## src/rtl/pwm_compare_deadtime.sv

```systemverilog
// ---------------------------------------------------------------------------
// pwm_compare_deadtime
//
// Turns an external up/down count into a pair of complementary switch drives.
// A registered compare (cnt_in < duty_active) produces the raw PWM level. New
// duty values are taken through a one-deep pending slot. That slot is copied
// into duty_active on the update event, which is the first cnt_in==0 sample
// after a non-zero sample, or the first zero sample after reset.
//
// Build option: define PWM_DEADTIME_EN to insert the dead-time FSM between
// the raw compare and the outputs. Without it, pwm_hi/pwm_lo are raw/~raw and
// dead_time is accepted but ignored.
//
// Ports
//   clk         rising-edge clock
//   reset       asynchronous, active-high reset
//   cnt_in      count value from the upstream up/down counter (CNT_WIDTH)
//   duty_in     offered compare value (CNT_WIDTH+1); 2^CNT_WIDTH and above = 100%
//   duty_valid  duty_in is offered this cycle
//   duty_ready  pending slot is empty (offer is taken on valid & ready)
//   dead_time   both-off interval control, interval = dead_time+1 cycles
//   pwm_hi      high-side drive
//   pwm_lo      low-side drive
//   period_evt  one-cycle pulse on every update event
// ---------------------------------------------------------------------------
module pwm_compare_deadtime #(
    parameter int CNT_WIDTH = 3,
    parameter int DT_WIDTH  = 4
) (
    input  logic                 clk,
    input  logic                 reset,
    input  logic [CNT_WIDTH-1:0] cnt_in,
    input  logic [CNT_WIDTH:0]   duty_in,
    input  logic                 duty_valid,
    output logic                 duty_ready,
    input  logic [DT_WIDTH-1:0]  dead_time,
    output logic                 pwm_hi,
    output logic                 pwm_lo,
    output logic                 period_evt
);

    logic               upd_armed;
    logic               pend_full;
    logic [CNT_WIDTH:0] pend_duty;
    logic [CNT_WIDTH:0] duty_active;
    logic               raw;
    logic               cnt_zero;
    logic               upd_evt;
    logic               accept;

    // upd_armed remembers that the previous sample was non-zero (or that we
    // just left reset), so a run of zeros produces only one event.
    assign cnt_zero   = (cnt_in == '0);
    assign upd_evt    = upd_armed & cnt_zero & ~reset;
    assign period_evt = upd_evt;
    assign duty_ready = ~pend_full;
    assign accept     = duty_valid & ~pend_full;

    always_ff @(posedge clk or posedge reset) begin
        if (reset) begin
            upd_armed   <= 1'b1;
            pend_full   <= 1'b0;
            duty_active <= '0;
            raw         <= 1'b0;
        end else begin
            upd_armed <= ~cnt_zero;
            raw       <= ({1'b0, cnt_in} < duty_active);
            // A full slot blocks accepts, so an event with a full slot never
            // coincides with a new accept. An accept on an event with an
            // empty slot only fills the slot.
            if (upd_evt && pend_full) begin
                duty_active <= pend_duty;
                pend_full   <= 1'b0;
            end else if (accept) begin
                pend_full <= 1'b1;
            end
        end
    end

    // Pending data is only meaningful while pend_full is set, so it is not reset.
    always_ff @(posedge clk) begin
        if (accept) begin
            pend_duty <= duty_in;
        end
    end

`ifdef PWM_DEADTIME_EN
    typedef enum logic [1:0] {
        DEAD_TO_LO = 2'd0,
        DEAD_TO_HI = 2'd1,
        HI_ON      = 2'd2,
        LO_ON      = 2'd3
    } state_t;

    state_t              state;
    state_t              state_nxt;
    logic [DT_WIDTH-1:0] dtcnt;
    logic [DT_WIDTH-1:0] dtcnt_nxt;
    logic [DT_WIDTH-1:0] dt_q;
    logic [DT_WIDTH-1:0] dt_lim;
    logic                dt_load;
    logic                first_cyc;

    // Leaving reset counts as entering DEAD_TO_LO. dt_q is still 0 in that
    // first cycle, so the limit comes straight from dead_time. The same
    // value is captured into dt_q at that edge.
    assign dt_lim = first_cyc ? dead_time : dt_q;

    always_ff @(posedge clk or posedge reset) begin
        if (reset) begin
            state     <= DEAD_TO_LO;
            dtcnt     <= '0;
            dt_q      <= '0;
            first_cyc <= 1'b1;
        end else begin
            state     <= state_nxt;
            dtcnt     <= dtcnt_nxt;
            first_cyc <= 1'b0;
            if (dt_load || first_cyc) begin
                dt_q <= dead_time;
            end
        end
    end

    always_comb begin
        state_nxt = state;
        dtcnt_nxt = dtcnt;
        dt_load   = 1'b0;
        case (state)
            DEAD_TO_LO: begin
                if (raw) begin
                    state_nxt = DEAD_TO_HI;
                    dtcnt_nxt = '0;
                    dt_load   = 1'b1;
                end else if (dtcnt == dt_lim) begin
                    state_nxt = LO_ON;
                end else begin
                    dtcnt_nxt = dtcnt + 1'b1;
                end
            end
            DEAD_TO_HI: begin
                if (!raw) begin
                    state_nxt = DEAD_TO_LO;
                    dtcnt_nxt = '0;
                    dt_load   = 1'b1;
                end else if (dtcnt == dt_lim) begin
                    state_nxt = HI_ON;
                end else begin
                    dtcnt_nxt = dtcnt + 1'b1;
                end
            end
            HI_ON: begin
                if (!raw) begin
                    state_nxt = DEAD_TO_LO;
                    dtcnt_nxt = '0;
                    dt_load   = 1'b1;
                end
            end
            LO_ON: begin
                if (raw) begin
                    state_nxt = DEAD_TO_HI;
                    dtcnt_nxt = '0;
                    dt_load   = 1'b1;
                end
            end
            default: begin
                state_nxt = DEAD_TO_LO;
                dtcnt_nxt = '0;
            end
        endcase
    end

    // Pure state decode: the two drives can never be high together.
    assign pwm_hi = (state == HI_ON);
    assign pwm_lo = (state == LO_ON);
`else
    logic unused_dead_time;

    assign unused_dead_time = ^dead_time;
    assign pwm_hi           = raw & ~reset;
    assign pwm_lo           = ~raw & ~reset;
`endif

endmodule

```

## config.mk

```make
export PLATFORM = sky130hd
export DESIGN_NAME = pwm_compare_deadtime
export DESIGN_NICKNAME = d
export VERILOG_FILES = /design/src/rtl/pwm_compare_deadtime.sv
export SDC_FILE = /design/constraint.sdc
export NUM_CORES = 1
export LEC_CHECK = 0
export BUFFER_PORTS_ARGS = -buffer_cell sky130_fd_sc_hd__buf_2
export CAP_MARGIN = 15
export CORE_AREA = 2 2 39 41
export DETAILED_ROUTE_END_ITERATION = 10
export DIE_AREA = 0 0 41 43
export GPL_ROUTABILITY_DRIVEN = 0
export GPL_TIMING_DRIVEN = 0
export PLACE_DENSITY = 0.64
export RECOVER_POWER = 25
export SYNTH_ARGS = -nofsm -noshare
export SYNTH_HDL_FRONTEND = slang
export SYNTH_SLANG_ARGS = --single-unit
```

## constraint.sdc

```tcl
create_clock -name clk -period 1.4 [get_ports clk]
set_clock_uncertainty 0.15 [all_clocks]
set_input_delay 0 -clock clk [delete_from_list [all_inputs] [get_ports clk]]
set_output_delay 0 -clock clk [all_outputs]
set_load 0.02 [all_outputs]
```

Word-level counts from Yosys, hierarchy flattened
Index checks and enable logic that the tools add are counted.
{"block": "classes", "addsub": 0, "multipliers": 0, "div_mod_pow": 0, "n_lt_le_gt_ge": 1, "n_eq_ne": 0, "shift": 0, "muxes": 2, "bitwise": 9, "n_reduce_logical": 3}
{"cell": "1-bit AND", "count": 5}
{"cell": "3-bit by 4-bit < comparator with 1-bit output", "count": 1}
{"cell": "1-bit NOT", "count": 4}
{"cell": "3-bit logical NOT", "count": 1}
{"cell": "1-bit two-way mux", "count": 2}
{"cell": "2-bit nonzero test", "count": 1}
{"cell": "1-bit logical AND", "count": 1}
{"block": "word_totals", "reg_bits": 11, "latchBits": 0, "ram_bits": 0, "romBits": 0, "in_bits": 14, "output_inout_bits": 4, "elab_cells": 20, "mem_count": 0}

Logic depth before layout (Yosys ltp)
{"block": "depth", "ltp_word": 5, "depth_mapped": 4}

Worst setup path before layout
Ideal clock, no wire load.
{"block": "synth_path", "path_type": "register to register", "startpoint": "reg pend_full", "endpoint": "reg duty_active[0]", "t_arrival_ps": 1232, "required_time_ps": 1125, "setup_slack_ps": -107, "stages_incl_launch_ff": 4, "n_path_buf": 0, "period_less_slack_ps": 1507, "path_cell_list": "dfrtp_1 -> inv_1 -> nor4b_4 -> mux2_2"}
{"block": "synth_between", "elab_chain_len": 1}
{"item": "start, declared", "line": "43", "text": "logic pend_full;"}
{"item": "start signal, assigned", "line": "62", "text": "pend_full <= 1'b0;"}
{"item": "start signal, assigned", "line": "73", "text": "pend_full <= 1'b0;"}
{"item": "start signal, assigned", "line": "75", "text": "pend_full <= 1'b1;"}
{"item": "1-bit logical AND", "line": "71", "text": "if (upd_evt && pend_full) begin"}
{"item": "end signal, assigned", "line": "72", "text": "duty_active <= pend_duty;"}
{"item": "end, declared", "line": "45", "text": "logic [CNT_WIDTH:0] duty_active;"}
No other way between the ends.
A chain may end at the register's enable or synchronous reset.

Worst setup path in the final report
{"block": "layout_path", "startpoint": "reg upd_armed", "endpoint": "reg duty_active[2]"}
{"block": "layout_between", "elab_chain_len": 3}
{"item": "start, declared", "line": "42", "text": "logic upd_armed;"}
{"item": "start signal, assigned", "line": "66", "text": "upd_armed <= ~cnt_zero;"}
{"item": "1-bit AND (2 in series)", "line": "54", "text": "assign upd_evt = upd_armed & cnt_zero & ~reset;"}
{"item": "1-bit logical AND", "line": "71"}
No other way between the ends.

==> out/results.tsv <==
stage	metric	value	unit
logic_synthesis	synth-seq-cells	11	
global_routing	first_global_vias	347	
clocking	clock-sinks	11	
clocking	cts.root.buffer_cell	clkbuf_4	
place	post_dp_cell_area	557	sq um
place	place.port_buffers	13	
timing	fin_crit_sh	1.03	
cells_and_area	nets	76	
logic_synthesis	yosys-top-cells-area	dfrtp_1, edfxtp_1, mux2_2, dfstp_2, ha_1	
logic_synthesis	synth_ff_type	dfrtp_1	
place	dp_hpwl	551	um
global_routing	grtUsageTotal	0.126	
floorplanning	die_h	43	um
detailed_routing	wl_per_cell	10.3	um
clocking	path_clk_slew	0.07	ns
clocking	cts_made_buffers	3	
detailed_routing	drc_errors	0	
timing	finalHoldViolations	0	
pwr	p_total	0.763	mW
timing	fmax	691	MHz
logic_synthesis	synth-seq-area-share	0.629	
logic_synthesis	syn-mean-instance-area	14.3	sq um
global_routing	antenna_found_initial	0	
floorplanning	start_util	0.341	
timing	worst_slew_pin_slew	0.333	ns
pwr	ir_drop	509	uV
logic_synthesis	yosysWarnings	0	
timing	post-route-min-period	1.45	ns
pwr	leakage	0.319	nW
timing	hold_slack	0.0712	ns
logic_synthesis	syn_area	472	sq um
timing	layout_setup_ws	-0.0463	ns
logic_synthesis	synth-edff-count	4	
detailed_routing	routed_wl	773	um
clocking	cts_tree	done	
logic_synthesis	synth.most_common_cell	dfrtp_1	
detailed_routing	routed_via_density	4.39	
clocking	cts_buffer_depth	2	
logic_synthesis	synth.distinct_cells	14	
logic_synthesis	syn_nets	49	
cells_and_area	seq_area	297	sq um
cells_and_area	antennaDiodeCount	0	
place	dp_worst_setup_slack	-0.174	ns
timing	drv_slew	0	
detailed_routing	vias	329	
floorplanning	coreArea	1380	sq um
run_status	violations	negative setup slack	
clocking	htree_levels	1	
global_routing	grt_pass1_wl	1.39	mm
detailed_routing	first_pass_iters	2	
logic_synthesis	synth_top_area_frac	0.318	
floorplanning	die_area	1760	sq um
worst_setup_path	worstPathMaxFanout	5	
logic_synthesis	synth_top_cell_by_area	dfrtp_1	
job	drv_cap	0	
logic_synthesis	ys_top_cells_by_count	dfrtp_1, edfxtp_1, inv_1, mux2_2, nor2_1	
clocking	clock_latency	0.26	ns
cells_and_area	final_layout_size_suffix_gt1_frac	0.458	
cells_and_area	fin_area	692	sq um
worst_setup_path	worstSetupPathType	flip-flop to flip-flop	
run_status	status	finished with violations	
worst_setup_path	worstPathArrival	1.44	ns
cells_and_area	multiInputGateArea	180	sq um
worst_setup_path	ff2ff_path_depth	3	
floorplanning	rows	14	
pwr	power.density	1100	nW/um^2
cells_and_area	syn_to_final_growth	46.7	%
timing	max_slew_margin	0.777	
timing	grt_setup_unrepaired	yes	
global_routing	grt_max_degree	8	
worst_setup_path	crit_required	1.39	ns
worst_setup_path	crit_path_end_kind	flip-flop	
detailed_routing	dr.first_iter.drc_count	2	
cells_and_area	nFillCells	126	
hold_path	hold_path_depth	4	
logic_synthesis	syn-instance-count	33	
hold_path	hp-class	primary input to flip-flop	
floorplanning	ios	18	
timing	setup_violations	4	
logic_synthesis	postSynth.asyncResetShare	0.636	
worst_setup_path	cp-start-kind	flip-flop	
detailed_routing	ant_nets	0	
floorplanning	die_w	41	um
global_routing	grt-ovfl-total	0	
==> layout make-up <==
type | instances | area share
sequential | 11 | 0.429
multi-input combinational | 18 | 0.260
timing repair buffer | 22 | 0.222
clock buffer | 4 | 0.0380
tap | 16 | 0.0289
inverter | 4 | 0.0217
==> path summary, 6_finish.rpt <==
| kind | from | endpoint | slack [ns] |
|---|---|---|---|
| max in group asynchronous | reset | upd_armed | 0.70 |
| hold / removal | reset | pend_full | 0.07 |
| setup / recovery | upd_armed | duty_active[2] | -0.05 |
| min in group asynchronous | reset | pend_full | 0.12 |
| setup reg to reg | upd_armed | duty_active[2] | -0.05 |
| hold reg to reg | duty_active[3] | raw | 0.33 |
==> stage by stage <==
step / TNS (ns) / std cells / utilization
after CTS: -0.146 / 74 / 0.491
after global placement: -0.605 / 62 / 0.402
after floorplan: -0.143 / 33 / -
after global routing: -0.311 / 75 / 0.500
after detailed placement: -0.682 / 62 / 0.402
final: -0.180 / 75 / 0.500
==> cell families (layout without fill, tap and decap cells) <==
group                      Yosys count  after routing  synth area share
AOI/OAI and AO/OA                    1              1            0.0159
buffers and inverters                4             30            0.0318
and+or+nand+nor                     11             11             0.175
DFF                                 11             11             0.629
adders and majority gates            2              2            0.0530
muxes                                4              4            0.0955
==> layer usage <==
layer  global-route usage  wire, um
met1                0.133       341
met2                0.188       381
met3               0.0471        41
met4                0.100         8
met5                    0         0
==> worst max-delay path, stage by stage, from the launching register on <==
cell,delay (ns)
dfstp_2,0.52
nor4b_4,0.20
buf_6,0.17
mux2_4,0.29
==> report_power, final <==
| part | total, mW | switching [mW] | internal (mW) |
|---|---|---|---|
| Clock | 0.205 | 0.0951 | 0.110 |
| Combinational | 0.162 | 0.0655 | 0.0964 |
| Sequential | 0.396 | 0.0195 | 0.376 |
| Total | 0.763 | 0.180 | 0.582 |
==> repair_timing <==
item,CTS,global route
hold endpoints to repair,13,0
cloned,0,0
pin swaps,0,0
buffers inserted,1,1
gates resized for setup,5,1
hold buffers,7,0
setup endpoints to repair,4,5
==> sequential cells by signal (all words and copies together) (netlist names) <==
name         cells
pend_full        1
upd_armed        1
pend_duty        4
raw              1
duty_active      4
==> cells in the final DEF, fill, tap and decap left out <==
cell type,synthesis,layout
a211oi_1,1,1
buf_2,0,13
buf_4,0,1
buf_6,0,1
clkbuf_1,0,1
clkbuf_4,0,3
dfrtp_1,6,6
dfstp_2,1,1
dlygate4sd3_1,0,7
edfxtp_1,4,4
ha_1,2,2
inv_1,4,3
inv_2,0,1
mux2_4,0,4
nand2b_1,1,1
nor2_1,4,4
nor2b_1,2,2
nor3b_2,0,1
nor4b_4,1,1
or3_1,1,1
or3_4,1,1
(Power assumes the default switching activity.)
